===== src/rtl/screen_fade_ctrl.sv =====
// Screen-change sequencer: fades the VGA colour path to black, swaps the rendered screen
// on a frame boundary, then fades back in. Fade steps advance on v_sync falling edges.
module screen_fade_ctrl #(
    parameter int unsigned NUM_SCREENS     = 4,
    parameter int unsigned FRAMES_PER_STEP = 2,
    parameter int unsigned INIT_SCREEN     = 0,
    localparam int unsigned SW = (NUM_SCREENS > 1) ? $clog2(NUM_SCREENS) : 1
) (
    input  logic          clk_25,
    input  logic          reset,
    input  logic          v_sync,
    input  logic          req,
    input  logic [SW-1:0] req_screen,
    input  logic [3:0]    red_in,
    input  logic [3:0]    green_in,
    input  logic [3:0]    blue_in,
    output logic [3:0]    red_out,
    output logic [3:0]    green_out,
    output logic [3:0]    blue_out,
    output logic [SW-1:0] cur_screen,
    output logic          busy,
    output logic          ack
);

    localparam logic [7:0]    CNT_LAST = 8'(FRAMES_PER_STEP - 1);
    localparam logic [4:0]    LVL_FULL = 5'd16;
    localparam logic [SW-1:0] SCR_INIT = SW'(INIT_SCREEN);

    typedef enum logic [1:0] {StIdle, StFadeOut, StSwap, StFadeIn} state_e;

    state_e        state_q, state_d;
    logic [4:0]    level_q;
    logic [7:0]    cnt_q;
    logic [SW-1:0] target_q;
    logic          vs_d;
    logic          vs_mask_q;

    logic tick, step, req_ok, accept, same, fade_out_done, fade_in_done;

    // vs_mask_q suppresses the false edge implied by vs_d resetting high while v_sync is low
    assign tick          = vs_d & ~v_sync & ~vs_mask_q;
    assign step          = tick && (cnt_q == CNT_LAST);
    // A request in the ack cycle is dropped so a completion is never chained in the same cycle
    assign req_ok        = (state_q == StIdle) && req && !ack;
    assign accept        = req_ok && (req_screen != cur_screen);
    assign same          = req_ok && (req_screen == cur_screen);
    assign fade_out_done = (state_q == StFadeOut) && step && (level_q == 5'd1);
    assign fade_in_done  = (state_q == StFadeIn) && step && (level_q == 5'd15);

    function automatic logic [3:0] scale(input logic [3:0] c, input logic [4:0] l);
        logic [8:0] p;
        p = {5'd0, c} * {4'd0, l};
        return 4'(p >> 4);
    endfunction

    always_ff @(posedge clk_25) begin
        if (reset) begin
            state_q <= StIdle;
        end else begin
            state_q <= state_d;
        end
    end

    always_comb begin
        state_d = state_q;
        unique case (state_q)
            StIdle:    if (accept)        state_d = StFadeOut;
            StFadeOut: if (fade_out_done) state_d = StSwap;
            StSwap:    if (tick)          state_d = StFadeIn;
            StFadeIn:  if (fade_in_done)  state_d = StIdle;
            default:                      state_d = StIdle;
        endcase
    end

    always_comb begin
        busy = (state_q != StIdle);
    end

    always_ff @(posedge clk_25) begin
        if (reset) begin
            level_q    <= LVL_FULL;
            cnt_q      <= 8'd0;
            target_q   <= SCR_INIT;
            cur_screen <= SCR_INIT;
            vs_d       <= 1'b1;
            vs_mask_q  <= 1'b1;
            ack        <= 1'b0;
            red_out    <= 4'd0;
            green_out  <= 4'd0;
            blue_out   <= 4'd0;
        end else begin
            vs_d      <= v_sync;
            vs_mask_q <= 1'b0;
            ack       <= same || fade_in_done;
            red_out   <= scale(red_in, level_q);
            green_out <= scale(green_in, level_q);
            blue_out  <= scale(blue_in, level_q);

            unique case (state_q)
                StIdle: begin
                    if (accept) begin
                        target_q <= req_screen;
                        cnt_q    <= 8'd0;
                    end
                end
                StFadeOut: begin
                    if (tick) begin
                        if (cnt_q == CNT_LAST) begin
                            cnt_q <= 8'd0;
                            if (level_q != 5'd0) level_q <= level_q - 5'd1;
                        end else begin
                            cnt_q <= cnt_q + 8'd1;
                        end
                    end
                end
                StSwap: begin
                    if (tick) begin
                        cur_screen <= target_q;
                        cnt_q      <= 8'd0;
                    end
                end
                StFadeIn: begin
                    if (tick) begin
                        if (cnt_q == CNT_LAST) begin
                            cnt_q <= 8'd0;
                            if (level_q != LVL_FULL) level_q <= level_q + 5'd1;
                        end else begin
                            cnt_q <= cnt_q + 8'd1;
                        end
                    end
                end
                default: ;
            endcase
        end
    end

endmodule


===== config.mk =====
export PLATFORM = sky130hd
export DESIGN_NAME = screen_fade_ctrl
export DESIGN_NICKNAME = d
export VERILOG_FILES = /design/src/rtl/screen_fade_ctrl.sv
export SDC_FILE = /design/constraint.sdc
export NUM_CORES = 1
export LEC_CHECK = 0
export ABC_AREA = 1
export BUFFER_PORTS_ARGS = -buffer_cell sky130_fd_sc_hd__buf_2
export CAP_MARGIN = 10
export CORE_MARGIN = 2
export CORE_UTILIZATION = 35
export CTS_CLUSTER_SIZE = 8
export DETAILED_ROUTE_END_ITERATION = 16
export PLACE_DENSITY = 0.55
export SLEW_MARGIN = 10
export SYNTH_ARGS = -nofsm -noshare
export SYNTH_HDL_FRONTEND = slang
export SYNTH_SLANG_ARGS = --single-unit

===== constraint.sdc =====
create_clock -name clk_25 -period 4.05 [get_ports clk_25]
set_input_delay 0.405 -clock clk_25 [delete_from_list [all_inputs] [get_ports clk_25]]
set_output_delay 0.405 -clock clk_25 [all_outputs]
set_load 0.005 [all_outputs]

# [Word level (Yosys, flattened, before mapping)]
# Cells that the tools add are included.
# Widths: inputs -> output; s select.
[totals] regBits=34 inputBits=18 output_inout_bits=16 wordCells=80
[classes] n_addsub=3 multipliers=3 n_eq_ne=20 n_mux=18 bitwise=4 reduce_logical=21
[ops] operator="$mux 8" n=4
[ops] operator="$mux 5" n=6
[ops] operator="$mul 4x5->8" n=3
[ops] operator="$pmux 8 s3" n=1
[ops] operator="$ne 2x2->1 const B" n=6
[ops] operator="$ne 2x1->1 const B" n=5
[ops] operator="$pmux 5 s2" n=1
[ops] operator="$logic_and 1x1->1" n=9
[ops] operator="$add 8x1->8 const B" n=1
[ops] operator="$eq 8x1->1 const B" n=1
[ops] operator="$mux 2" n=4
[ops] operator="$pmux 2 s4" n=1
[ops] operator="$reduce_and 7->1" n=1
[ops] operator="$add 5x1->5 const B" n=1
[ops] operator="$eq 5x1->1 const B" n=1
[ops] operator="$eq 5x4->1 const B" n=1
[ops] operator="$ne 5x5->1 const B" n=1
[ops] operator="$reduce_bool 5->1" n=1
[ops] operator="$sub 5x1->5 const B" n=1
[ops] operator="$eq 2x2->1 const B" n=2
[ops] operator="$reduce_and 2->1" n=2
[ops] operator="$reduce_and 4->1" n=1
[ops] operator="$reduce_bool 2->1" n=2
[ops] operator="$reduce_and 3->1" n=1
[ops] operator="other kinds (10)" n=12

# [Logic depth before layout (Yosys ltp)]
[logic_depth] word_depth=8 mapped_depth=16 depth_no_buf=14

# [Worst setup path after synthesis]
# OpenSTA, ideal clock, no wires.
[synth_timing] kind="register to register" from="register level_q[1]" to="register blue_out[1]" setup_time_ps=118 t_arrival_ps=2695 slack_ps=1236 path_stages_with_launch=13 n_path_buf=2 cell_sequence="dfxtp_1 -> buf_2 -> clkbuf_1 -> nand2_1 -> fa_1 -> fa_1 -> inv_1 -> ha_1 -> a21o_1 -> inv_1 -> nand2_1 -> o21ai_0 -> nor2_1"
[synth_between] elab_chain_len=1
[synth_lines] element="from (decl)" line="32" source="logic [4:0] level_q;"
[synth_lines] element="from (signal assigned)" line="110" source="if (level_q != 5'd0) level_q <= level_q - 5'd1;"
[synth_lines] element="from (signal assigned)" line="126" source="if (level_q != LVL_FULL) level_q <= level_q + 5'd1;"
[synth_lines] element="$mul 4x5->8" line="52" source="p = {5'd0, c} * {4'd0, l};"
[synth_lines] element="to (signal assigned)" line="97" source="blue_out <= scale(blue_in, level_q);"
[synth_lines] element="to (decl)" line="19" source="output logic [3:0] blue_out,"
# Every way passes these cells.
# A chain may end at the register's enable or synchronous reset.

# [Worst setup path after layout]
[layout_timing] from="register level_q[2]" to="register blue_out[2]"
# The elaborated chain is that of the path after synthesis.

==> metrics <==
Chip Height 100 um; Hold Path Class in -> reg; Synth Flop Type dfxtp_1; outcome finished clean; total gr overflow 0; io pins 34; Int Pwr 0.807 mW; Detailed Place HPWL 4.94 mm; post-route setup TNS 0 ns; post_cts resized 0; vias in the first global route 2698; CTS tree yes; Worst Clk Skew 0.00546 ns; Setup crit start kind register; total CTS buffers 5; vias per inst 4.57; maxcap violations 0; Initial Utilization 35.6%; Total Die Area 10100 um2; initial antenna violation count 0; Worst-path clk slew 0.07 ns; Final nets 578; Core ar. 9110 um2; htree depth 2; Yosys Warn Count 0; fin area 3580 um2; ant diodes 0; Placed Area 3470 um2; combinational group share of total power 46.2%; total track usage 13.9%; synth unique cells 32; Final ANT Viol Nets 0; hold depth 3; root buf cell clkbuf_8; power density cells 389 nW/um2; Slew headroom 49.4%; Buffers on Ports 33; #FFs+latches synth 34; CP Class reg -> reg; Switching Fraction 42.0%; Row Count 35; Critical Path RT 4.27 ns; DRC 0; worst hold slack 0.295 ns; Fin. Hold Viols 0; fmax 0.330 GHz; syn avg cell area 6.76 um2; fin util 39.3%; crit path capture type register; net count after synthesis 551; EDFF count, synth 0; Max IR drop VDD 0.000160 V; Final Critical Period 3.03 ns; Leak 2.05 nW; max incr delay on CP 0.80 ns; Final Max Tran Viols 0; FF-to-FF path depth 11; area delta synth->final 10.3%; commonest non-fill, non-tap cell in the layout nand2_1; ordered list of cells on the worst path nand2_1 -> fa_1 -> fa_1 -> inv_1 -> ha_1 -> a21o_1 -> inv_1 -> nand2_1 -> nand2_1 -> o211ai_1 -> nor2_1; hold_buf cts 0; share of cells above drive strength 1 12.0%; DRT iter0 DRCs 75; Clk Latency, worst-skew pair 0.28 ns; worst slew pin tran 0.759 ns; RSZ-0062 raised after global routing false; WL/cell 10.3 um; Final Cycle Share 74.8%; Die Wd 100 um; Mapped Cells 480; first-pass GRT wire length 11.6 mm; sink count of the clock tree 34; Final Setup Violations 0; mapped cell area 3250 um2; Via Count 2830; RD Place Congestion 0.765; critical path's slowest cell dfxtp_1; Top cell by count, worst path nand2_1; commonest non-fill, non-tap cells in the layout nand2_1 (136), inv_1 (89), nor2_1 (38), ha_1 (38), dfxtp_1 (34); routed wire length 6.39 mm; async set-reset flop share out of synthesis 0%; Pre-antenna DRT Iters 4; Max clock buf depth 2; CP max FO 19; post-CTS setup repair buffer count 0; Fillers 977; Flop pwr share 31.2%; Clk pwr share 22.6%; pin count of the biggest net entering global routing 24; Overall Power 1.39 mW; WP data arrival 3.25 ns; sequential fraction of the synthesis area 21.0%; Switch Pwr 0.585 mW
[power groups by stage]
stage | Sequential, mW | Combinational [mW] | Clock [mW]
6_report | 0.434 | 0.643 | 0.314
5_1_grt | 0.443 | 0.746 | 0.343
4_1_cts | 0.434 | 0.651 | 0.325
3_5_place_dp | 0.442 | 0.646 | 0
3_3_place_gp | 0.441 | 0.641 | 0
2_1_floorplan | 0.418 | 0.521 | 0
[kinds of logic (layout without fill, tap and decap cells)]
kind of cell | after synthesis | count (layout) | share of synthesized area (%)
flip-flops | 34 | 34 | 21.0
AND/OR/NAND/NOR | 221 | 221 | 29.6
XOR/XNOR | 11 | 11 | 2.97
AO/OA/AOI/OAI | 55 | 55 | 9.33
adder cells (fa/ha/maj) | 53 | 53 | 23.9
buffers and inverters | 106 | 134 | 13.3
[cells in the mapped netlist (4+ instances only)]
library cell    n  share of area, %
nand2_1       136                16
inv_1          89                10
ha_1           38                15
nor2_1         38               4.4
dfxtp_1        34                21
a21oi_1        27               4.2
nand3_1        18               2.8
o21ai_0        16               2.5
fa_1           15               9.3
nand4_1        11               2.1
nand2_2         7               1.3
clkbuf_1        6              0.69
xnor2_1         6               1.6
xor2_1          5               1.3
nor2_4          4               1.4
[final cells by class]
class	count	area (um2)	share of cell area (%)
Clock inverter	1	30.0	0.839
Tap cell	111	139	3.88
Sequential cell	34	681	19.0
Inverter	92	347	9.68
Timing Repair Buffer	34	173	4.82
Multi-Input combinational cell	340	2130	59.6
Clock buffer	7	76.3	2.13
[state kept, by name, summed over array words and instances, names as in the netlist]
signal      flops
cnt_q           8
level_q         5
blue_out        4
green_out       4
red_out         4
cur_screen      2
state_q         2
target_q        2
ack             1
vs_d            1
vs_mask_q       1
[path summary, 6_finish.rpt]
path | startpoint | end | slack, ns
setup / recovery | level_q[2] | blue_out[2] | 1.02
setup reg to reg | level_q[2] | blue_out[2] | 1.02
hold / removal | v_sync | vs_d | 0.30
hold reg to reg | cur_screen[1] | cur_screen[1] | 0.49
[per-stage QoR]
stage / cells / worst slack, ns
2_1_floorplan: 480 / 1.24
3_3_place_gp: 611 / 1.12
3_5_place_dp: 611 / 1.03
4_1_cts: 619 / 1.00
5_1_grt: 619 / 0.798
6_report: 619 / 1.02
[worst max-delay path: cells and delay by family (launching register included)]
kind                       cells  cell delay, ns
buffers and inverters          2            0.10
and+or+nand+nor                4            0.40
DFF                            1            0.80
AOI/OAI and AO/OA              2            0.26
adders and majority gates      3            1.39
[per-layer routing]
| metal | wire length (um) | global-route usage, % | up-vias |
|---|---|---|---|
| met5 | 0 | 0 | - |
| met4 | 93 | 3.79 | 0 |
| met2 | 2950 | 23.9 | 21 |
| met3 | 136 | 2.65 | 8 |
| li1 | - | - | 1529 |
| met1 | 3210 | 17.9 | 1272 |
No activity file was read; power rests on OpenSTA's default activity.
